[src/rtl/decode_pkg.sv]
// Shared definitions for the decode stage: opcode table, field positions, and
// the decoded-entry record held by the stage's main and skid registers.
// No ports; imported by decode_fields, decode_stage_if users and decode_stage.
package decode_pkg;

  localparam logic [7:0] OP_LOADI = 8'h00;
  localparam logic [7:0] OP_MOV   = 8'h01;
  localparam logic [7:0] OP_ADD   = 8'h02;
  localparam logic [7:0] OP_SUB   = 8'h03;
  localparam logic [7:0] OP_AND   = 8'h04;
  localparam logic [7:0] OP_OR    = 8'h05;
  localparam logic [7:0] OP_J     = 8'h06;
  localparam logic [7:0] OP_BEQ   = 8'h07;

  // Instruction layout: opcode | RD / jump offset | RT | RS / immediate
  localparam int FIELD_W    = 8;
  localparam int OPCODE_LSB = 24;
  localparam int RD_LSB     = 16;
  localparam int RT_LSB     = 8;
  localparam int RS_LSB     = 0;

  // Packages cannot take parameters, so the record carries the widest
  // immediate / PC the stage supports (64 bits) and the top slices it down.
  localparam int WIDE_W = 64;

  typedef struct packed {
    logic [7:0]        opcode;
    logic [7:0]        writereg;
    logic [7:0]        readreg1;
    logic [7:0]        readreg2;
    logic [WIDE_W-1:0] immediate;
    logic [WIDE_W-1:0] branch_target;
    logic              is_jump;
    logic              is_branch;
    logic              illegal;
  } decoded_t;

endpackage

[src/rtl/decode_stage_if.sv]
// Handshake and decoded-field bundle between fetch, the decode stage and the
// register file/ALU. master = the side driving instructions and out_ready,
// slave = the decode stage itself.
interface decode_stage_if #(
  parameter int DATA_W     = 8,
  parameter int REG_ADDR_W = 3,
  parameter int PC_W       = 32
);

  logic                  in_valid;
  logic                  in_ready;
  logic [31:0]           in_instr;
  logic [PC_W-1:0]       in_pc;
  logic                  flush;
  logic                  out_valid;
  logic                  out_ready;
  logic [7:0]            out_opcode;
  logic [REG_ADDR_W-1:0] out_writereg;
  logic [REG_ADDR_W-1:0] out_readreg1;
  logic [REG_ADDR_W-1:0] out_readreg2;
  logic [DATA_W-1:0]     out_immediate;
  logic [PC_W-1:0]       out_branch_target;
  logic                  out_is_jump;
  logic                  out_is_branch;
  logic                  out_illegal;
  logic [15:0]           decode_count;

  modport master (
    output in_valid, in_instr, in_pc, flush, out_ready,
    input  in_ready, out_valid, out_opcode, out_writereg, out_readreg1,
           out_readreg2, out_immediate, out_branch_target, out_is_jump,
           out_is_branch, out_illegal, decode_count
  );

  modport slave (
    input  in_valid, in_instr, in_pc, flush, out_ready,
    output in_ready, out_valid, out_opcode, out_writereg, out_readreg1,
           out_readreg2, out_immediate, out_branch_target, out_is_jump,
           out_is_branch, out_illegal, decode_count
  );

endinterface

[src/rtl/decode_fields.sv]
// Purpose: combinational instr/pc -> decoded_t mapping.
// Latency: zero (pure combinational).
// Backpressure: none; the caller decides when to capture the result.
// Ports: instr (32b word), pc (PC_W) in; dec (decoded_t) out.
// Optional feature: DECODE_ILLEGAL_EN flags opcodes above OP_BEQ as illegal.
module decode_fields
  import decode_pkg::*;
#(
  parameter int PC_W = 32
) (
  input  logic [31:0]     instr,
  input  logic [PC_W-1:0] pc,
  output decoded_t        dec
);

  logic [7:0] opcode;
  logic [7:0] offset;
  logic [7:0] imm8;

  always_comb begin
    opcode = instr[OPCODE_LSB +: FIELD_W];
    offset = instr[RD_LSB +: FIELD_W];
    imm8   = instr[RS_LSB +: FIELD_W];

    dec           = '0;
    dec.opcode    = opcode;
    dec.writereg  = instr[RD_LSB +: FIELD_W];
    dec.readreg1  = instr[RT_LSB +: FIELD_W];
    dec.readreg2  = instr[RS_LSB +: FIELD_W];
    dec.immediate = {{(WIDE_W-FIELD_W){imm8[7]}}, imm8};
    // Word-offset branch: pc + 4 + sext(offset)*4; truncation at the top gives
    // the wrap modulo 2^PC_W.
    dec.branch_target = WIDE_W'(pc) + WIDE_W'(4)
                      + {{(WIDE_W-FIELD_W-2){offset[7]}}, offset, 2'b00};
    // OP_J / OP_BEQ are both inside the legal table, so an illegal opcode
    // can never raise these flags.
    dec.is_jump   = (opcode == OP_J);
    dec.is_branch = (opcode == OP_BEQ);
`ifdef DECODE_ILLEGAL_EN
    dec.illegal   = (opcode > OP_BEQ);
`else
    dec.illegal   = 1'b0;
`endif
  end

endmodule

[src/rtl/decode_stage.sv]
// Purpose: registered instruction-decode stage with a two-entry skid buffer.
// Latency: one cycle from input handshake to out_valid.
// Backpressure: in_ready (registered) drops once the skid entry fills; full rate otherwise.
// Ports: CLK, RESET (synchronous, active low), bus (decode_stage_if.slave).
// Optional feature: DECODE_ILLEGAL_EN enables the illegal-opcode flag.
module decode_stage
  import decode_pkg::*;
#(
  parameter int DATA_W     = 8,
  parameter int REG_ADDR_W = 3,
  parameter int PC_W       = 32
) (
  input logic           CLK,
  input logic           RESET,
  decode_stage_if.slave bus
);

  decoded_t    in_dec;
  decoded_t    main_q;
  decoded_t    skid_q;
  logic        main_vld;
  logic        skid_vld;
  logic [15:0] count_q;
  logic        accept;
  logic        drain;

  decode_fields #(.PC_W(PC_W)) u_fields (
    .instr (bus.in_instr),
    .pc    (bus.in_pc),
    .dec   (in_dec)
  );

  // in_ready is simply the inverse of the registered skid-valid flag.
  assign accept = bus.in_valid && !skid_vld && !bus.flush;
  assign drain  = main_vld && bus.out_ready;

  always_ff @(posedge CLK) begin
    if (!RESET) begin
      main_q   <= '0;
      skid_q   <= '0;
      main_vld <= 1'b0;
      skid_vld <= 1'b0;
      count_q  <= '0;
    end else begin
      // A handoff in the flush cycle really happened, so it still counts.
      if (drain) count_q <= count_q + 16'd1;

      if (bus.flush) begin
        main_vld <= 1'b0;
        skid_vld <= 1'b0;
      end else if (skid_vld) begin
        // Skid full means in_ready is low: only draining can happen.
        if (drain) begin
          main_q   <= skid_q;
          skid_vld <= 1'b0;
        end
      end else if (accept) begin
        if (!main_vld || drain) begin
          main_q   <= in_dec;
          main_vld <= 1'b1;
        end else begin
          skid_q   <= in_dec;
          skid_vld <= 1'b1;
        end
      end else if (drain) begin
        main_vld <= 1'b0;
      end
    end
  end

  assign bus.in_ready          = !skid_vld;
  assign bus.out_valid         = main_vld;
  assign bus.out_opcode        = main_q.opcode;
  assign bus.out_writereg      = main_q.writereg[REG_ADDR_W-1:0];
  assign bus.out_readreg1      = main_q.readreg1[REG_ADDR_W-1:0];
  assign bus.out_readreg2      = main_q.readreg2[REG_ADDR_W-1:0];
  assign bus.out_immediate     = main_q.immediate[DATA_W-1:0];
  assign bus.out_branch_target = main_q.branch_target[PC_W-1:0];
  assign bus.out_is_jump       = main_q.is_jump;
  assign bus.out_is_branch     = main_q.is_branch;
  assign bus.out_illegal       = main_q.illegal;
  assign bus.decode_count      = count_q;

endmodule

[src/flat_wrapper.sv]
// flat-port wrapper written by rule: the top's interface ports become plain ports
module decode_stage_flat import decode_pkg::*;
#(
  parameter int DATA_W     = 8,
  parameter int REG_ADDR_W = 3,
  parameter int PC_W       = 32
)
  (CLK, RESET, bus_in_valid, bus_in_instr, bus_in_pc, bus_flush, bus_out_ready, bus_in_ready, bus_out_valid, bus_out_opcode, bus_out_writereg, bus_out_readreg1, bus_out_readreg2, bus_out_immediate, bus_out_branch_target, bus_out_is_jump, bus_out_is_branch, bus_out_illegal, bus_decode_count);
  decode_stage_if #(.DATA_W(DATA_W), .REG_ADDR_W(REG_ADDR_W), .PC_W(PC_W)) bus_i ();
  input logic CLK;
  input logic RESET;
  input wire logic [$bits(bus_i.in_valid)-1:0] bus_in_valid;
  input wire logic [$bits(bus_i.in_instr)-1:0] bus_in_instr;
  input wire logic [$bits(bus_i.in_pc)-1:0] bus_in_pc;
  input wire logic [$bits(bus_i.flush)-1:0] bus_flush;
  input wire logic [$bits(bus_i.out_ready)-1:0] bus_out_ready;
  output wire logic [$bits(bus_i.in_ready)-1:0] bus_in_ready;
  output wire logic [$bits(bus_i.out_valid)-1:0] bus_out_valid;
  output wire logic [$bits(bus_i.out_opcode)-1:0] bus_out_opcode;
  output wire logic [$bits(bus_i.out_writereg)-1:0] bus_out_writereg;
  output wire logic [$bits(bus_i.out_readreg1)-1:0] bus_out_readreg1;
  output wire logic [$bits(bus_i.out_readreg2)-1:0] bus_out_readreg2;
  output wire logic [$bits(bus_i.out_immediate)-1:0] bus_out_immediate;
  output wire logic [$bits(bus_i.out_branch_target)-1:0] bus_out_branch_target;
  output wire logic [$bits(bus_i.out_is_jump)-1:0] bus_out_is_jump;
  output wire logic [$bits(bus_i.out_is_branch)-1:0] bus_out_is_branch;
  output wire logic [$bits(bus_i.out_illegal)-1:0] bus_out_illegal;
  output wire logic [$bits(bus_i.decode_count)-1:0] bus_decode_count;
  assign bus_i.in_valid = bus_in_valid;
  assign bus_i.in_instr = bus_in_instr;
  assign bus_i.in_pc = bus_in_pc;
  assign bus_i.flush = bus_flush;
  assign bus_i.out_ready = bus_out_ready;
  assign bus_in_ready = bus_i.in_ready;
  assign bus_out_valid = bus_i.out_valid;
  assign bus_out_opcode = bus_i.out_opcode;
  assign bus_out_writereg = bus_i.out_writereg;
  assign bus_out_readreg1 = bus_i.out_readreg1;
  assign bus_out_readreg2 = bus_i.out_readreg2;
  assign bus_out_immediate = bus_i.out_immediate;
  assign bus_out_branch_target = bus_i.out_branch_target;
  assign bus_out_is_jump = bus_i.out_is_jump;
  assign bus_out_is_branch = bus_i.out_is_branch;
  assign bus_out_illegal = bus_i.out_illegal;
  assign bus_decode_count = bus_i.decode_count;
  decode_stage #(.DATA_W(DATA_W), .REG_ADDR_W(REG_ADDR_W), .PC_W(PC_W)) u_core (.CLK(CLK), .RESET(RESET), .bus(bus_i));
endmodule
[config.mk]
export PLATFORM = sky130hd
export DESIGN_NAME = decode_stage_flat
export DESIGN_NICKNAME = d
export VERILOG_FILES = /design/src/rtl/decode_pkg.sv /design/src/rtl/decode_stage_if.sv /design/src/rtl/decode_fields.sv /design/src/rtl/decode_stage.sv /design/src/flat_wrapper.sv
export SDC_FILE = /design/constraint.sdc
export NUM_CORES = 1
export LEC_CHECK = 0
export ABC_CLOCK_PERIOD_IN_PS = 9100
export CAP_MARGIN = 15
export CORE_MARGIN = 5
export CORE_UTILIZATION = 30
export DETAILED_ROUTE_END_ITERATION = 7
export DONT_BUFFER_PORTS = 1
export SLEW_MARGIN = 10
export SYNTH_ARGS = -nofsm -noshare
export SYNTH_HDL_FRONTEND = slang
export SYNTH_HIERARCHICAL = 1
export SYNTH_SLANG_ARGS = --single-unit
[constraint.sdc]
create_clock -name CLK -period 9.1 [get_ports CLK]
set_input_delay 0.91 -clock CLK [delete_from_list [all_inputs] [get_ports CLK]]
set_output_delay 0.91 -clock CLK [all_outputs]
set_load 0.03 [all_outputs]
### Word level (Yosys, flattened, before mapping)

Cells that the tools add are included.
W data, S select, Z words.

* register bits: 184
* bits in latches: 0
* bits in writable memories: 0
* memory bits (read-only): 0
* input port bits: 69
* output and inout port bits: 78
* word-level logic and storage cells: 56
* memories: 0

* $add $sub $neg: 3
* $mul: 0
* divide/modulo/power cells: 0
* $lt $le $gt $ge: 0
* equal/unequal tests: 4
* shift operators: 0
* mux-type cells: 11
* bitwise gates (word level): 4
* reduce and logical (&&, ||, !) cells: 14

Operator list (count)
* $mux W163: 4
* $add A64 B64 Y64: 1
* $add A32 B3 Y33 const B: 1
* $add A16 B1 Y16 const B: 1
* $eq A8 B3 Y1 const B: 2
* $reduce_and A4 Y1: 2
* $mux W1: 7
* $reduce_bool A2 Y1: 3
* $ne A2 B2 Y1 const B: 2
* $not A1 Y1: 4
* $logic_and A1 B1 Y1: 3
* $logic_not A1 Y1: 3
* $reduce_and A3 Y1: 1
* $reduce_or A2 Y1: 1
* $logic_or A1 B1 Y1: 1

### Logic depth before layout (Yosys ltp)

* depth in word-level cells: 5
* gate-level depth with buffers: 18
* depth with buffers taken out: 17

### Cells and area by module

Netlist, hierarchy kept.

Modules (own cells, without submodules)
* decode_stage: instances 1, cells an instance 624, area an instance 5710.5 um^2, sequential area each 2762.6 um^2
* decode_fields: instances 1, cells an instance 446, area an instance 3166.8 um^2, sequential area each 0.0 um^2

### Least setup slack after synthesis

Ideal clock, no wire load.

* path type: input to register
* from: input bus_in_pc[2]
* to: register u_core.main_q, in the netlist u_core/bus.out_branch_target[29]
* setup time: 81 ps
* arrival time: 3800 ps
* slack: 5219 ps
* stages on the path: 17
* buffers on the path: 1
* cells stage by stage: ha_1 -> inv_1 -> nor2_1 -> and3_1 -> clkbuf_1 -> nand2_1 -> xnor2_1 -> ha_1 -> a21o_1 -> nor3_1 -> a211oi_1 -> o21a_1 -> nor4_2 -> nand2b_1 -> xnor2_1 -> mux2i_1 -> a211oi_2

RTL lines
* start, declared: RTL line flat_wrapper.sv:14 `input wire logic [$bits(bus_i.in_pc)-1:0] bus_in_pc;`
* end signal, assigned: RTL line decode_stage.sv:54 `main_q <= skid_q;`
* end signal, assigned: RTL line decode_stage.sv:59 `main_q <= in_dec;`
* end, declared: RTL line decode_stage.sv:19 `decoded_t main_q;`

==> reports/results.tsv <==
metric	value	unit
PortBufs	0	
Slew headroom	0.3591	
register area	2766	um2
Clock transition at path regs	0.07	ns
Startpoint Class	primary input	
Nets	987	
final WL	19340	um
setup TNS	0	ns
Area growth, synth to finish	7.102	%
Fin. Hold Viols	0	
CTS tree	yes	
outcome	completed	
CTS buffer count	17	
first-pass GRT wire length	31260	um
Critical Path RT	9.44	ns
global router's overall resource usage	0.1267	
fraction of layout cells with a size suffix above 1	0.1026	
sequential power share	0.431	
worst skew pair latency	0.42	ns
# rows	59	
Max Slew Vio Count	0	
mean number of vias per cell	5.004	
crit-path most repeated cell	ha_1	
cell internal pwr	1.092	mW
Setup Viol. Count Final	0	
most frequent cells in the layout	155 x nand2_1, 137 x dfxtp_1, 97 x nor2_1	
Setup Skew	0.01149	ns
Pwr Density	187.4	nW/um2
P_sw	0.5059	mW
Logic pwr share	0.153	
f_max	246.2	MHz
vias in the first global route	5756	
Util after Layout	0.3263	
Post-CTS Setup Repair Bufs	0	
Hold WC Path Type	flop to flop	
Final Cycle Share	0.4464	
switching part of the total	0.3166	
Sink Count	138	
fillers	2728	
antenna violations before repair	0	
antenna cells	0	
Core Box Area	26130	um2
RSZ-0062 raised after global routing	no	
GPL Wtd Cong	0.7928	
kind of critical path	primary input to flop	
Vias	6165	
Die H	172.9	um
synthesized area	7963	um2
Die Wd	172.9	um
starting DRC count in detailed routing	303	
Initial Util	0.3047	
Max VDD drop	101.3	uV
Crit-path slowest cell	o32ai_1	
clk buf depth	2	
die area	29900	um2
Leak	2.849	nW
drt wl/cell	15.70	um
min Tclk post-route	4.062	ns
Ys Warns	6	
critical path arrival	4.41	ns
post-CTS sizing	0	
worst-path cell chain	ha_1, inv_1, nor2_1, nand2_1, xnor2_1, ha_1, a2111o_1, o32ai_1, a21oi_1, a21o_1, a41oi_1, o21ai_0, xor2_1, mux2i_1, a211oi_2	
Slew @ Worst Pin	0.9613	ns
syn_nets	1047	
cts hold-fix bufs	0	
clock network fraction of total power	0.415	
Antenna Violating Nets Remaining	0	
hpwl dp	13250	um
area of the multi-input gates	4690	um2
CP peak stage delay	0.50	ns
largest net degree at the start of global routing	85	
First-pass DRT Iterations	4	
max_cap viols	0	
commonest non-fill, non-tap cell in the layout	nand2_1	
Root Buffer Master	clkbuf_16	
Residual DRC	0	
H-tree levels	4	
num ports	147	
global route total overflow	0	
Syn Inst Count	944	
CP Max Fanout	6	
CP endpoint kind	flop	
Mean Syn Cell Area	8.435	um2
-- registers in the layout (all words and copies together), names as in the netlist, 3 cells and up --
| register | count |
|---|---|
| u_core/skid_q | 60 |
| u_core/bus.out_branch_target | 32 |
| u_core/bus.decode_count | 16 |
| u_core/bus.out_immediate | 8 |
| u_core/bus.out_opcode | 8 |
| u_core/bus.out_readreg1 | 3 |
| u_core/bus.out_readreg2 | 3 |
| u_core/bus.out_writereg | 3 |
-- critical path, delay by kind of cell --
family | cells | cell delay, ns
adders and majority gates | 2 | 0.53
AOI/OAI and AO/OA | 7 | 2.09
and+or+nand+nor | 2 | 0.28
buffers and inverters | 1 | 0.08
muxes | 1 | 0.13
xor gates and xnor gates | 2 | 0.38
-- final timing paths --
path,cells after the start,slack (ns),end,startpoint
min reg2reg,2,0.45,u_core/skid_q[24],u_core/skid_q[24]
max reg2reg,5,6.59,u_core/bus.out_branch_target[16],u_core/bus.out_valid
max,15,5.04,u_core/bus.out_branch_target[27],bus_in_pc[2]
min,2,0.45,u_core/skid_q[24],u_core/skid_q[24]
-- per-layer routing --
metal / wire length (um) / up-vias / part of all wire / GRT usage
li1: - / 3150 / - / -
met3: 1574 / 14 / 0.081 / 0.05109
met4: 212 / 0 / 0.011 / 0.03691
met1: 8730 / 2872 / 0.45 / 0.1566
met5: 0 / - / 0 / 0
met2: 8823 / 129 / 0.46 / 0.2044
-- area by class of cell --
type,instances,area share
Multi-Input combinational cell,710,0.5499
Sequential cell,138,0.3244
Clock buffer,18,0.05150
Tap cell,335,0.04915
Clock inverter,14,0.01467
Timing Repair Buffer,6,0.005282
Inverter,11,0.005135
-- metrics by stage --
stage | instance area, um2 | setup slack [ns] | std cells | hold slack, ns | total power, mW
5_1_grt | 8528 | 4.682 | 1232 | 0.4701 | 1.682
6_report | 8528 | 5.038 | 1232 | 0.4523 | 1.598
2_1_floorplan | 7963 | 5.221 | 944 | 0.4360 | 0.9080
3_3_place_gp | 7964 | 4.586 | 1200 | 0.4414 | 0.9476
4_1_cts | 8528 | 4.986 | 1232 | 0.4551 | 1.627
3_5_place_dp | 7964 | 4.530 | 1200 | 0.4461 | 0.9499
-- power by group through the flow --
stage	logic [mW]	clock network, mW	registers (mW)
6_report	0.245	0.663	0.689
5_1_grt	0.273	0.716	0.693
3_3_place_gp	0.243	0	0.704
3_5_place_dp	0.245	0	0.705
4_1_cts	0.247	0.689	0.691
2_1_floorplan	0.214	0	0.694
Note: power is estimated with default switching activity, not from simulation.
